File: config.mk
export PLATFORM = sky130hd
export DESIGN_NAME = seg_display_multi
export DESIGN_NICKNAME = d
export VERILOG_FILES = /design/src/rtl/seg_pkg.sv /design/src/rtl/hex_to_seg.sv /design/src/rtl/seg_display_multi.sv
export SDC_FILE = /design/constraint.sdc
export NUM_CORES = 1
export LEC_CHECK = 0
export ABC_AREA = 1
export CAP_MARGIN = 0
export CORE_ASPECT_RATIO = 0.9
export CORE_MARGIN = 2
export CORE_UTILIZATION = 28
export DETAILED_ROUTE_END_ITERATION = 7
export PLACE_DENSITY = 0.47
export SLEW_MARGIN = 25
export SYNTH_ARGS = -nofsm -noshare
export SYNTH_HDL_FRONTEND = slang
export SYNTH_SLANG_ARGS = --single-unit
File: constraint.sdc
create_clock -name clk -period 2 [get_ports clk]
set_input_delay 0.2 -clock clk [delete_from_list [all_inputs] [get_ports clk]]
set_output_delay 0.2 -clock clk [all_outputs]
set_load 0.005 [all_outputs]
File: src/rtl/seg_pkg.sv
// Shared constants for the multi-digit seven-segment driver: blank code and
// the active-low hex decode table (bit 0 = segment a .. bit 6 = segment g).
package seg_pkg;

  localparam logic [6:0] SEG_BLANK = 7'h7F;

  // Entry n is the active-low pattern for hex digit n.
  localparam logic [15:0][6:0] SEG_TABLE = {
    7'h0E, 7'h06, 7'h21, 7'h46,  // F E d C
    7'h03, 7'h08, 7'h10, 7'h00,  // b A 9 8
    7'h78, 7'h02, 7'h12, 7'h19,  // 7 6 5 4
    7'h30, 7'h24, 7'h79, 7'h40   // 3 2 1 0
  };

endpackage

File: src/rtl/hex_to_seg.sv
// Combinational hex nibble to active-low seven-segment decode.
module hex_to_seg
  import seg_pkg::*;
(
  input  logic [3:0] hex,
  output logic [6:0] seg
);

  assign seg = SEG_TABLE[hex];

endmodule

File: src/rtl/seg_display_multi.sv
// Multi-digit hex display driver: shadow capture, leading-zero blanking,
// per-digit blink and PWM brightness, one register stage on the segment outputs.
module seg_display_multi
  import seg_pkg::*;
#(
  parameter int NUM_DIGITS = 6,
  parameter int BLINK_DIV  = 25000000,
  parameter int PWM_BITS   = 4
) (
  input  logic                    clk,
  input  logic                    resetn,
  input  logic [4*NUM_DIGITS-1:0] value,
  input  logic                    load,
  input  logic                    hold,
  input  logic                    blank_lz,
  input  logic [NUM_DIGITS-1:0]   blink_mask,
  input  logic [PWM_BITS-1:0]     brightness,
  output logic [7*NUM_DIGITS-1:0] seg,
  output logic                    loaded
);

  localparam int PRE_W = (BLINK_DIV > 2) ? $clog2(BLINK_DIV) : 1;
  localparam logic [PRE_W-1:0] PRE_MAX = PRE_W'(BLINK_DIV - 1);

  logic [4*NUM_DIGITS-1:0]      shadow;
  logic                         valid;
  logic [PRE_W-1:0]             prescaler;
  logic                         blink_phase;
  logic [PWM_BITS-1:0]          pwm_cnt;
  logic [NUM_DIGITS-1:0][6:0]   dec;
  logic [NUM_DIGITS-1:0]        lz_mask;
  logic                         all_zero;
  logic                         pwm_on;
  logic                         accept;
  logic [7*NUM_DIGITS-1:0]      seg_next;

  // Handshake: load is a one-cycle strobe with no back-pressure; an edge with
  // load=1 and hold=0 is accepted, and loaded acknowledges it for exactly the
  // following cycle. hold=1 silently drops the strobe.
  assign accept = load && !hold;

  always_ff @(posedge clk or negedge resetn) begin
    if (!resetn) begin
      shadow <= '0;
      valid  <= 1'b0;
      loaded <= 1'b0;
    end else begin
      loaded <= accept;
      if (accept) begin
        shadow <= value;
        valid  <= 1'b1;
      end
    end
  end

  always_ff @(posedge clk or negedge resetn) begin
    if (!resetn) begin
      prescaler   <= '0;
      blink_phase <= 1'b0;
      pwm_cnt     <= '0;
    end else begin
      pwm_cnt <= pwm_cnt + 1'b1;
      if (prescaler == PRE_MAX) begin
        prescaler   <= '0;
        blink_phase <= ~blink_phase;
      end else begin
        prescaler <= prescaler + 1'b1;
      end
    end
  end

  for (genvar g = 0; g < NUM_DIGITS; g++) begin : g_dec
    hex_to_seg u_hex_to_seg (
      .hex (shadow[4*g +: 4]),
      .seg (dec[g])
    );
  end

  // Scan from the most significant digit down; digit 0 never takes part.
  always_comb begin
    all_zero = 1'b1;
    lz_mask  = '0;
    for (int i = NUM_DIGITS - 1; i >= 1; i--) begin
      all_zero   = all_zero && (shadow[4*i +: 4] == 4'h0);
      lz_mask[i] = blank_lz && all_zero;
    end
  end

  assign pwm_on = (brightness > pwm_cnt);

  always_comb begin
    seg_next = '1;
    for (int i = 0; i < NUM_DIGITS; i++) begin
      if (!valid || lz_mask[i] || (blink_phase && blink_mask[i]) || !pwm_on) begin
        seg_next[7*i +: 7] = SEG_BLANK;
      end else begin
        seg_next[7*i +: 7] = dec[i];
      end
    end
  end

  always_ff @(posedge clk or negedge resetn) begin
    if (!resetn) begin
      seg <= '1;
    end else begin
      seg <= seg_next;
    end
  end

endmodule

After elaboration in Yosys (flattened, before gate mapping) --
Memories as Yosys holds them, arrays and structs flattened. Index checks and enable logic that the tools add are counted. W data, S select, Z words.
Storage, ports and cells: bits in registers 98, bits in latches 0, RAM bits 0, memory bits (read-only) 672, output and inout bits 43, word-level logic and storage cells 78, memories kept 6
Memories:
- (name not given) | words 16, bits a word 7, rd ports 1, clocked after Yosys merged registers in 0, wr ports 0, RTL line hex_to_seg.sv:9 | assign seg = SEG_TABLE[hex];
- (name not given) | words 16, bits a word 7, rd ports 1, clocked after Yosys merged registers in 0, wr ports 0, RTL line hex_to_seg.sv:9
- (name not given) | words 16, bits a word 7, rd ports 1, clocked after Yosys merged registers in 0, wr ports 0, RTL line hex_to_seg.sv:9
- (name not given) | words 16, bits a word 7, rd ports 1, clocked after Yosys merged registers in 0, wr ports 0, RTL line hex_to_seg.sv:9
- (name not given) | words 16, bits a word 7, rd ports 1, clocked after Yosys merged registers in 0, wr ports 0, RTL line hex_to_seg.sv:9
- (name not given) | words 16, bits a word 7, rd ports 1, clocked after Yosys merged registers in 0, wr ports 0, RTL line hex_to_seg.sv:9
Cells by class: add/sub/neg operators 2, multipliers 0, divide/modulo/power cells 0, order comparisons 7, eq/ne operators 1, shift operators 0, mux-type cells 13, bitwise operators 1, reduce and logical (&&, ||, !) cells 41
Operator list (number):
- $mux W7 | 12
- $lt A4 B5 Y1 const B | 6
- $add A25 B1 Y25 const B | 1
- $eq A25 B25 Y1 const B | 1
- $mux W25 | 1
- $logic_not A4 Y1 | 5
- $logic_or A1 B1 Y1 | 17
- $logic_and A1 B1 Y1 | 16
- $add A4 B1 Y4 const B | 1
- $gt A4 B4 Y1 | 1
- $logic_not A1 Y1 | 3
- $not A1 Y1 | 1

Longest topological paths before layout --
Gate-level depths: netlist of run 1.
word-level depth 10, depth in mapped cells 10, depth with buffers taken out 9

Hierarchy --
Synthesis of run 1 repeated with hierarchy kept, for this count alone.
Second synthesis, totals: cells, all modules 787, area total of the unflattened synthesis 5994.5 sq um
Modules (own cells, without submodules):
- seg_display_multi | instances 1, cells each 493, area an instance 4350.4 sq um
- hex_to_seg | instances 6, cells each 49, area an instance 274.0 sq um

Worst setup path after synthesis of run 1 --
OpenSTA, ideal clock, no wires.
kind register -> register, start point register pwm_cnt[3], end point register seg[35], setup time 98 ps, data arrival time 1321 ps, slack 581 ps, stages on the path, launching flop included 9, path buffers 0, clock period less this slack 1419 ps, path through dfrtp_1 inv_1 ha_1 nand2_1 nor2_1 a21oi_1 nand2_1 nor2_1 nand3_1
Between the ends: cells in the longest elaborated chain, start to end 4
RTL lines:
- start, declared | RTL line seg_display_multi.sv:29 | logic [PWM_BITS-1:0] pwm_cnt;
- start signal, assigned | RTL line seg_display_multi.sv:62 | pwm_cnt <= pwm_cnt + 1'b1;
- $gt A4 B4 Y1 | RTL line seg_display_multi.sv:89 | assign pwm_on = (brightness > pwm_cnt);
- $logic_not A1 Y1 | RTL line seg_display_multi.sv:94 | if (!valid || lz_mask[i] || (blink_phase && blink_mask[i]) || !pwm_on) begin
- $logic_or A1 B1 Y1 | RTL line seg_display_multi.sv:94
- $mux W7 | RTL line seg_display_multi.sv:94
- net seg_next[35] | RTL line seg_display_multi.sv:35 | logic [7*NUM_DIGITS-1:0] seg_next;
- end signal, assigned | RTL line seg_display_multi.sv:106 | seg <= seg_next;
- end, declared | RTL line seg_display_multi.sv:18 | output logic [7*NUM_DIGITS-1:0] seg,
The timed path passes the listed nets, and every way through them passes these cells. A chain may end at the register's enable or synchronous reset.

Final worst setup path of run 1 --
start point register pwm_cnt[3], end point register seg[18]
Same word-level chain as after synthesis.

==> out/qor.yml, run 1 <==
global_routing:
  first_global_vias: 4526
  globalRouteTotalUtil: 0.1334
  antenna_found_initial: 0
  grt_overflow: 0
  grt_start_max_net_pins: 63
  grt_pass1_wl_mm: 21.76
worst_setup_path:
  critPathKind: "register to register"
  rr_startpoint: "pwm_cnt[3]$_DFF_PN0_"
  critPathMaxFanout: 13
  crit_cells: 9
  worstPathRequired_ns: 2.27
  r2r_slack_ns: 0.34
  cp-endpoint: "seg[18]$_DFF_PN1_"
  cpPeakStageDelay_ns: 0.37
  timing.critical_path.cells: "inv_1, ha_1, nand2_1, nor2_1, a21oi_1, nand2_1, inv_1, buf_4, nand4_1"
  crit_buf_inv: 3
  crit_slowest_cell: "dfrtp_1"
  crit_path_start_kind: "register"
  rr_endpoint: "seg[18]$_DFF_PN1_"
  cp-startpoint: "pwm_cnt[3]$_DFF_PN0_"
  crit_family: "simple AND/OR/NAND/NOR gates"
  cp.arrival_ns: 1.93
  ff2ff_path_depth: 9
  endpoint_kind: "register"
placement:
  portBuffers: 81
  place_congestion: 0.8781
  dpl.hpwl_mm: 9.862
pwr:
  internal-power_w: 0.003837
  p_seq_frac: 0.464
  power.share.clock: 0.309
  finalPower_w: 0.005432
  powerDensity_mw_per_mm2: 785.9
  swShare: 0.2937
  power.leakage_nw: 3.100
  ir_drop_mv: 0.3323
  net-switching-power_w: 0.001595
  combPwrFrac: 0.226
drt:
  routed_wl_mm: 12.85
  drc: 0
  first_pass_iters: 4
  vias_per_cell: 4.506
  drtIter0Drc: 189
  drtAntennaViolNets: 0
  vias: 4574
  wl_per_cell_um: 12.66
cells_and_area:
  nNetsFinal: 836
  area_delta_synth_final_pct: 26.38
  seqCellArea_mm2: 0.002505
  multiInputGateArea_mm2: 0.002596
  drive_gt1_frac: 0.1203
  n_antenna_cell: 0
  fill_cells: 1974
cts:
  cts.path.max_buffers: 2
  h-tree-depth: 3
  clkTransAtPathRegs_ns: 0.07
  cts-root-buf: "clkbuf_16"
  cts_made_buffers: 9
  cts_tree: "done"
  clk_latency_ns: 0.35
  cts_setup_buffers: 0
  clock_sinks: 98
timing:
  setup_tns_ns: 0
  hold-worst-slack_ns: 0.1902
  post-route-period-util: 0.8294
  tightestPinTransition_ns: 0.4670
  setup_viol: 0
  hold_viol_final: 0
  fin_crit_ns: 1.659
  maxSlewHeadroom: 0.6886
  skew_ns: 0.01022
  slew_violations: 0
  rsz0062_at_grt: "false"
  fmax_mhz: 602.8
floorplanning:
  die_h_um: 136.6
  num_io_pins: 82
  num_rows: 48
  fp.coreArea_mm2: 0.01916
  die_area_mm2: 0.02067
  die_w_um: 151.3
  initial_core_util: 0.2855
yosys:
  synth_seq_cells: 98
  netlist_area_mm2: 0.005469
  syn-instance-count: 673
  synth_fp_nets: 749
  synth_cell_type_count: 36
  async_flop_share: 1.000
  avgSynthCellArea_um2: 8.126
  synth_ff_type: "dfrtp_1"
  seq_area_frac_synth: 0.4580
  synth_warnings: 0
  synth-edff-count: 0
hold_path:
  min_path_type: "input port to asynchronous set/reset pin"
status:
  status: "finished clean"
flow_run:
  max_cap_viol_count: 0
## through the flow
stage	cells	worst slack, ns	utilization	area (um2)
finish	1015	0.3411	0.3608	6912
global placement	998	0.09618	0.3454	6618
CTS	1015	0.2873	0.3608	6912
global route	1015	0.07993	0.3608	6912
detailed placement	998	0.06865	0.3454	6618
floorplan	673	0.5810	-	5469
## registers in the layout (all words and copies together) (netlist names)
name         flops
blink_phase      1
loaded           1
prescaler       25
pwm_cnt          4
seg             42
shadow          24
valid            1
## worst reg2reg max path: cells and delay by family (launching register included)
kind	cells	cell delay (ns)
compound gates	1	0.11
fa+ha+maj	1	0.24
buf+inv	3	0.41
flops	1	0.37
simple gates	4	0.45
## cell usage after synthesis, types with 4 or more instances
master,instances,share of area
nor2_1,81,0.056
a21oi_1,26,0.024
o21ai_0,43,0.039
ha_1,37,0.085
inv_1,78,0.054
buf_2,8,0.0073
nand4_1,13,0.015
o22ai_1,9,0.010
nor2_4,4,0.0082
dfrtp_1,56,0.26
clkbuf_1,8,0.0055
nor3_1,7,0.0064
nand2_1,166,0.11
nand3_1,40,0.037
dfstp_2,42,0.20
xor2_1,14,0.022
nand3b_1,7,0.0096
## metal layers
layer / GRT usage / wire length (um)
met5: 0 / 0
met4: 0.04621 / 290
met3: 0.03167 / 465
met2: 0.2227 / 6215
met1: 0.1691 / 5873
## cell type report
cell class | count | area share
Clock buffer | 9 | 0.03259
Clock inverter | 7 | 0.008508
Inverter | 80 | 0.04345
Multi-Input combinational cell | 478 | 0.3756
Sequential cell | 98 | 0.3624
Tap cell | 250 | 0.04526
Timing Repair Buffer | 93 | 0.1322
## logic make-up after synthesis
| logic type | Yosys count | synth area share |
|---|---|---|
| AND/OR/NAND/NOR | 332 | 0.2674 |
| AO/OA/AOI/OAI | 92 | 0.09403 |
| adder cells (fa/ha/maj) | 37 | 0.08465 |
| buffers and inverters | 97 | 0.06863 |
| XOR/XNOR | 17 | 0.02723 |
| flip-flops | 98 | 0.4580 |
## worst min-delay path by stage
stage	startpoint	endpoint	cells after the start
final	resetn	pwm_cnt[3]$_DFF_PN0_	2
after CTS	resetn	pwm_cnt[3]$_DFF_PN0_	2
after global routing	resetn	pwm_cnt[3]$_DFF_PN0_	2
after detailed placement	resetn	pwm_cnt[3]$_DFF_PN0_	1
after global placement	resetn	pwm_cnt[3]$_DFF_PN0_	1
after floorplan	resetn	blink_phase$_DFFE_PN0N_	0
## power by group through the flow
stage / logic, W / clock network, W / registers [W]
after global routing: 0.00138 / 0.00185 / 0.00256
after global placement: 0.00123 / 0 / 0.00257
after floorplan: 0.000625 / 0 / 0.00249
after detailed placement: 0.00124 / 0 / 0.00256
final: 0.00123 / 0.00168 / 0.00252
after CTS: 0.00124 / 0.00176 / 0.00253
## cell usage in the layout, fill, tap and decap left out, types with 9 or more instances in the layout
cell type,count
nand2_1,166
ha_1,37
nand4_1,13
a21oi_1,26
inv_1,78
nand3_1,40
dfrtp_1,56
xor2_1,14
clkbuf_16,9
o21ai_0,43
o22ai_1,9
buf_4,11
dfstp_2,42
nor2_1,80
clkdlybuf4s50_1,80
## repair_timing
item                      4_1_cts  5_1_grt
hold endpoints to repair       56        0
gates resized for setup         0        0
hold buffers                    1        0
(Power assumes the default switching activity.)
==> inputs of run 2 (changes only) <==
- PLACE_DENSITY: 0.47 -> 0.49
- clock period: 2 -> 1.4 ns (I/O delays scaled with it)
==> run 2 against run 1 <==
  * The flow now finishes with violations (setup timing)
  * Via count rose by 5.6%
  * Critical path depth is the same
  * Critical path type unchanged
  * Utilization rose by 5.3 points
  * Count of clock-buffer cells in the layout increased by 1
  * Global-route usage grew 1.4 points
==> out/qor.yml, run 2 (synthesized netlist as in run 1, its figures left out) <==
cells_and_area:
  instances_no_fill: 1094  # +7.8%
  final_common_cell: "nand2_1"
  largest_reg_flops: 42  # unchanged
  drive_gt1_frac: 0.2927  # +0.1724
  n_antenna_cell: 0  # unchanged
  largest_registers: "seg x42, prescaler x25, shadow x24"
  nNetsFinal: 915  # +9.4%
  finalInstanceArea_mm2: 0.007920  # +15%
  area_delta_synth_final_pct: 44.82
  regMostFlops: "seg"
  final_cell_mix: "nand2_1, buf_4, inv_1"
timing:
  rsz0062_at_grt: "true"
  hold_viol_final: 0  # unchanged
  fin_crit_ns: 1.477  # -0.1822 ns
  setup_viol: 49  # +49
  setup_slack_ns: -0.07662  # -0.4178 ns
  post-route-period-util: 1.055  # +0.2253
  setup_tns_ns: -1.900  # -1.900 ns
  tightestPinTransition_ns: 0.3262  # -0.1408 ns
  skew_ns: 0.01810  # +0.007886 ns
  fmax_mhz: 677.2  # +12%
  slew_violations: 0  # unchanged
  maxSlewHeadroom: 0.7825  # +0.09389
global_routing:
  first_global_vias: 4775  # +5.5%
  grt_start_max_net_pins: 52  # -17%
  globalRouteTotalUtil: 0.1472  # +0.01379
  grt_pass1_wl_mm: 23.56  # +8.3%
  grt_overflow: 0  # unchanged
  antenna_found_initial: 0  # unchanged
floorplanning:
  initial_core_util: 0.2855  # unchanged
  num_rows: 48  # unchanged
  die_h_um: 136.6  # unchanged
  num_io_pins: 82  # unchanged
  die_w_um: 151.3  # unchanged
  fp.coreArea_mm2: 0.01916  # unchanged
  die_area_mm2: 0.02067  # unchanged
cts:
  clock_sinks: 98  # unchanged
  cts.path.max_buffers: 2  # unchanged
  h-tree-depth: 3  # unchanged
  cts_made_buffers: 9  # unchanged
  clkTransAtPathRegs_ns: 0.07  # about the same
  cts-root-buf: "clkbuf_16"
  cts_tree: "done"
  clk_latency_ns: 0.35  # about the same
worst_setup_path:
  critPathKind: "register to register"
  cp.arrival_ns: 1.74  # -0.19 ns
  timing.critical_path.cells: "inv_1, ha_1, nand2_2, nor2_1, a21oi_2, nand2_4, nor2_2, buf_6, nand3_2"
  crit_slowest_cell: "dfrtp_1"
  endpoint_kind: "register"
  critPathMaxFanout: 7  # -6
  worstPathRequired_ns: 1.66  # -0.61 ns
  crit_path_start_kind: "register"
  cpPeakStageDelay_ns: 0.34  # -0.03 ns
drt:
  drtAntennaViolNets: 0  # unchanged
  vias: 4832  # +5.6%
  drtIter0Drc: 230  # +22%
  wl_per_cell_um: 13.24  # +4.6%
  vias_per_cell: 4.417  # -2.0%
  first_pass_iters: 4  # unchanged
  drc: 0  # unchanged
  routed_wl_mm: 14.49  # +13%
flow_run:
  max_cap_viol_count: 0  # unchanged
pwr:
  finalPower_w: 0.008242  # +52%
  powerDensity_mw_per_mm2: 1041  # +32%
  power.leakage_nw: 3.682  # +19%
  ir_drop_mv: 0.6246  # +88%
placement:
  placedCellCount: 1067  # +6.9%
  dpl.hpwl_mm: 10.85  # +10%
  place_area_mm2: 0.007186  # +8.6%
  portBuffers: 81  # unchanged
  place_congestion: 0.8576  # -2.3%
hold_path:
  min_path_type: "input port to asynchronous set/reset pin"
status:
  status: "complete, but fails checks"
  failed_checks: "setup timing"
==> run 2: final timing paths <==
path	to	slack [ns]	startpoint	depth (start not counted)
max in group asynchronous	seg[21]$_DFF_PN1_	0.59	resetn	3
min in group clk	shadow[15]$_DFFE_PN0P_	0.34	value[15]	3
worst min-delay path	prescaler[6]$_DFF_PN0_	0.21	resetn	2
worst max-delay path	seg[41]$_DFF_PN1_	-0.08	pwm_cnt[2]$_DFF_PN0_	9
worst min register to register	valid$_DFFE_PN0P_	0.49	valid$_DFFE_PN0P_	2
worst max register to register	seg[41]$_DFF_PN1_	-0.08	pwm_cnt[2]$_DFF_PN0_	9
==> run 2: layer usage <==
| layer | vias to the layer above | GRT usage | part of all wire | wire, um |
|---|---|---|---|---|
| li1 | 2506 | - | - | - |
| met1 | 2230 | 0.1938 | 0.47 | 6880 |
| met2 | 86 | 0.2406 | 0.48 | 6917 |
| met3 | 10 | 0.03967 | 0.040 | 579 |
| met4 | 0 | 0.03634 | 0.0075 | 109 |
| met5 | - | 0 | 0 | 0 |
==> run 2: report_power, final <==
part / total, W / switching, W / internal (W)
clock: 0.00277 / 0.00117 / 0.00160
combinational: 0.00194 / 0.00101 / 0.000931
sequential: 0.00354 / 0.000203 / 0.00334
total: 0.00824 / 0.00238 / 0.00587
==> run 2: metrics by stage <==
stage	utilization	setup slack, ns	hold WS [ns]
2_1_floorplan	-	-0.01900	-0.1556
6_report	0.4134	-0.07662	0.2106
3_5_place_dp	0.3751	-0.4928	0.03869
4_1_cts	0.4002	-0.1795	0.2036
5_1_grt	0.4134	-0.1862	0.2217
3_3_place_gp	0.3751	-0.4827	0.03770
==> run 2: what timing repair did <==
action,in CTS,in global routing
gates resized for setup,88,60
cloned,1,0
hold endpoints to repair,50,0
buffers inserted,3,7
endpoints found under the setup margin,103,65
hold buffers,1,0
pin swaps,14,26
==> run 2: worst max-delay path: cells and delay by family, from the launching register on <==
family / cells / cell delay [ns]
fa+ha+maj: 1 / 0.27
flops: 1 / 0.34
simple gates: 5 / 0.45
buf+inv: 2 / 0.19
compound gates: 1 / 0.16
==> run 2: cell type report <==
cell class	count	area [um2]
repair buffers	171	1534
multi-input cells	478	2923
fillers	1946	11240
inverters	80	307.8
clock buffers	10	229.0
well taps	250	312.8
clock inverters	6	97.59
repair inverters	1	7.507
flip-flops and latches	98	2509
==> inputs of run 3 (changes only) <==
- CORE_ASPECT_RATIO: 0.9 -> 0.6
==> run 3 against run 2 <==
  * The run still ends with setup timing left
  * Flip-flop and latch count did not move
  * Cell area is 1.2% higher
  * Die area increased by 0.17%
  * Register-to-register slack got worse by 0.03 ns
  * Fmax decreased by 2.0%
  * First-iteration DRC count increased by 39%
  * Total power barely moved
  * Worst setup slack got worse by 0.030 ns
  * Utilization rose by 0.68 points
==> out/qor.yml, run 3 (synthesized netlist as in run 1, its figures left out) <==
worst_setup_path:
  worstPathRequired_ns: 1.65  # about the same
  cpPeakStageDelay_ns: 0.34  # about the same
  cp.arrival_ns: 1.76  # +0.02 ns
  crit_path_start_kind: "register"
  rr_endpoint: "seg[14]$_DFF_PN1_"
  r2r_slack_ns: -0.11  # -0.03 ns
  cp-endpoint: "seg[14]$_DFF_PN1_"
  rr_startpoint: "pwm_cnt[2]$_DFF_PN0_"
  crit_family: "simple AND/OR/NAND/NOR gates"
  crit_cells: 9  # unchanged
  crit_slowest_cell: "dfrtp_1"
  ff2ff_path_depth: 9  # unchanged
  critPathMaxFanout: 8  # +1
  critPathKind: "register to register"
  endpoint_kind: "register"
  timing.critical_path.cells: "inv_1, ha_1, nand2_2, nor2_1, a21oi_2, nand2_4, inv_4, buf_6, nand4_1"
  cp-startpoint: "pwm_cnt[2]$_DFF_PN0_"
  crit_buf_inv: 3  # +1
drt:
  drc: 0  # unchanged
  first_pass_iters: 5  # +1
  vias: 4841  # +0.19%
  vias_per_cell: 4.315  # -2.3%
  drtIter0Drc: 320  # +39%
  drtAntennaViolNets: 0  # unchanged
  wl_per_cell_um: 13.63  # +3.0%
  routed_wl_mm: 15.30  # +5.6%
cells_and_area:
  final_cell_mix: "nand2_1, buf_4, inv_1"
  largest_registers: "seg x42, prescaler x25, shadow x24"
  final_common_cell: "nand2_1"
  fill_cells: 1936  # -0.51%
  regMostFlops: "seg"
  area_delta_synth_final_pct: 46.58
  final_core_util: 0.4202  # +0.006758
  drive_gt1_frac: 0.3006  # +0.007931
  nNetsFinal: 926  # +1.2%
  largest_reg_flops: 42  # unchanged
timing:
  slew_violations: 0  # unchanged
  fmax_mhz: 663.6  # -2.0%
  tightestPinTransition_ns: 0.4978  # +0.1716 ns
  setup_viol: 53  # +8.2%
  maxSlewHeadroom: 0.6681  # -0.1144
  fin_crit_ns: 1.507  # +0.03036 ns
  hold_viol_final: 0  # unchanged
  post-route-period-util: 1.076  # +0.02169
  setup_tns_ns: -3.680  # -1.780 ns
  setup_slack_ns: -0.1070  # -0.03036 ns
  skew_ns: 0.007248  # -0.01085 ns
  rsz0062_at_grt: "true"
cts:
  clkTransAtPathRegs_ns: 0.07  # about the same
  cts_made_buffers: 9  # unchanged
  cts.path.max_buffers: 2  # unchanged
  cts_tree: "done"
  h-tree-depth: 3  # unchanged
  clock_sinks: 98  # unchanged
  clk_latency_ns: 0.34  # about the same
  cts-root-buf: "clkbuf_16"
pwr:
  power.leakage_nw: 3.719  # +1.0%
  ir_drop_mv: 0.6043  # -3.3%
  powerDensity_mw_per_mm2: 1029  # -1.1%
floorplanning:
  die_h_um: 112.3  # -18%
  fp.coreArea_mm2: 0.01908  # -0.41%
  num_io_pins: 82  # unchanged
  die_w_um: 184.4  # +22%
  num_rows: 39  # -19%
  initial_core_util: 0.2866  # +0.001179
  die_area_mm2: 0.02070  # +0.17%
global_routing:
  grt_start_max_net_pins: 42  # -19%
  grt_overflow: 0  # unchanged
  globalRouteTotalUtil: 0.1546  # +0.007377
  antenna_found_initial: 1  # +1
  grt_pass1_wl_mm: 24.82  # +5.3%
  first_global_vias: 4600  # -3.7%
status:
  status: "complete, but fails checks"
  failed_checks: "setup timing"
placement:
  dpl.hpwl_mm: 11.52  # +6.1%
  post-place-ws_ns: -0.4802  # +0.01264 ns
  portBuffers: 81  # unchanged
  place_congestion: 0.8728  # +1.8%
hold_path:
  min_path_type: "input port to asynchronous set/reset pin"
flow_run:
  max_cap_viol_count: 0  # unchanged
-- run 3: cell types whose count changed in the layout (fill, tap and decap cells not counted), moves of 3 or more --
cell	delta
nand2_1	+3
buf_4	+9
nand3_1	-5
buf_6	+3
nand3_2	+6
inv_6	-3
nand2_2	-5
clkbuf_1	+3
-- run 3: worst min path at each step --
stage                     cells after the start                 endpoint  slack (ns)    from
after global routing                          2         loaded$_DFF_PN0_        0.29  resetn
after floorplan                               0  blink_phase$_DFFE_PN0N_       -0.16  resetn
after global placement                        1     pwm_cnt[3]$_DFF_PN0_        0.08  resetn
after detailed placement                      1     pwm_cnt[3]$_DFF_PN0_        0.08  resetn
after CTS                                     2         loaded$_DFF_PN0_        0.27  resetn
final                                         2         loaded$_DFF_PN0_        0.27  resetn
-- run 3: final cells by class --
cell class / instances / area (um2) / area share
timing repair inverter: 1 / 7.507 / 0.0009365
tap: 266 / 332.8 / 0.04152
inverter: 80 / 317.8 / 0.03964
sequential: 98 / 2510 / 0.3131
timing repair buffer: 182 / 1610 / 0.2009
multi-input combinational: 478 / 2922 / 0.3644
clock buffer: 14 / 254.0 / 0.03168
antenna: 1 / 2.502 / 0.0003122
clock inverter: 2 / 60.06 / 0.007492
-- run 3: timing repair --
action | 4_1_cts | 5_1_grt
resized for setup | 80 | 78
hold buffers | 1 | 0
setup buffers | 6 | 8
endpoints found under the hold margin | 9 | 0
gates cloned | 1 | 0
pin swaps | 21 | 30
endpoints found under the setup margin | 103 | 66
-- run 3: routing by layer --
layer,wire length [um],track usage
met3,928,0.03861
met5,0,0
met2,5366,0.1852
met1,8867,0.2642
met4,134,0.02933
-- run 3: where the power goes --
part           internal, W  switching [W]
combinational     0.000964        0.00106
clock              0.00162        0.00107
sequential         0.00334       0.000194
total              0.00592        0.00232
-- run 3: worst register-to-register path: stages (launching register included) --
cell	delay, ns
dfrtp_1	0.34
inv_1	0.04
ha_1	0.27
nand2_2	0.08
nor2_1	0.05
a21oi_2	0.16
nand2_4	0.13
inv_4	0.11
buf_6	0.13
nand4_1	0.10
-- run 3: per-stage QoR --
stage | hold WS (ns) | instance area [um2] | power (W) | std cells
5_1_grt | 0.2886 | 8014 | 0.008737 | 1121
3_5_place_dp | 0.08472 | 7233 | 0.005669 | 1090
2_1_floorplan | -0.1556 | 5474 | 0.004456 | 673
3_3_place_gp | 0.08216 | 7233 | 0.005710 | 1090
4_1_cts | 0.2719 | 7705 | 0.008289 | 1114
6_report | 0.2661 | 8016 | 0.008248 | 1122
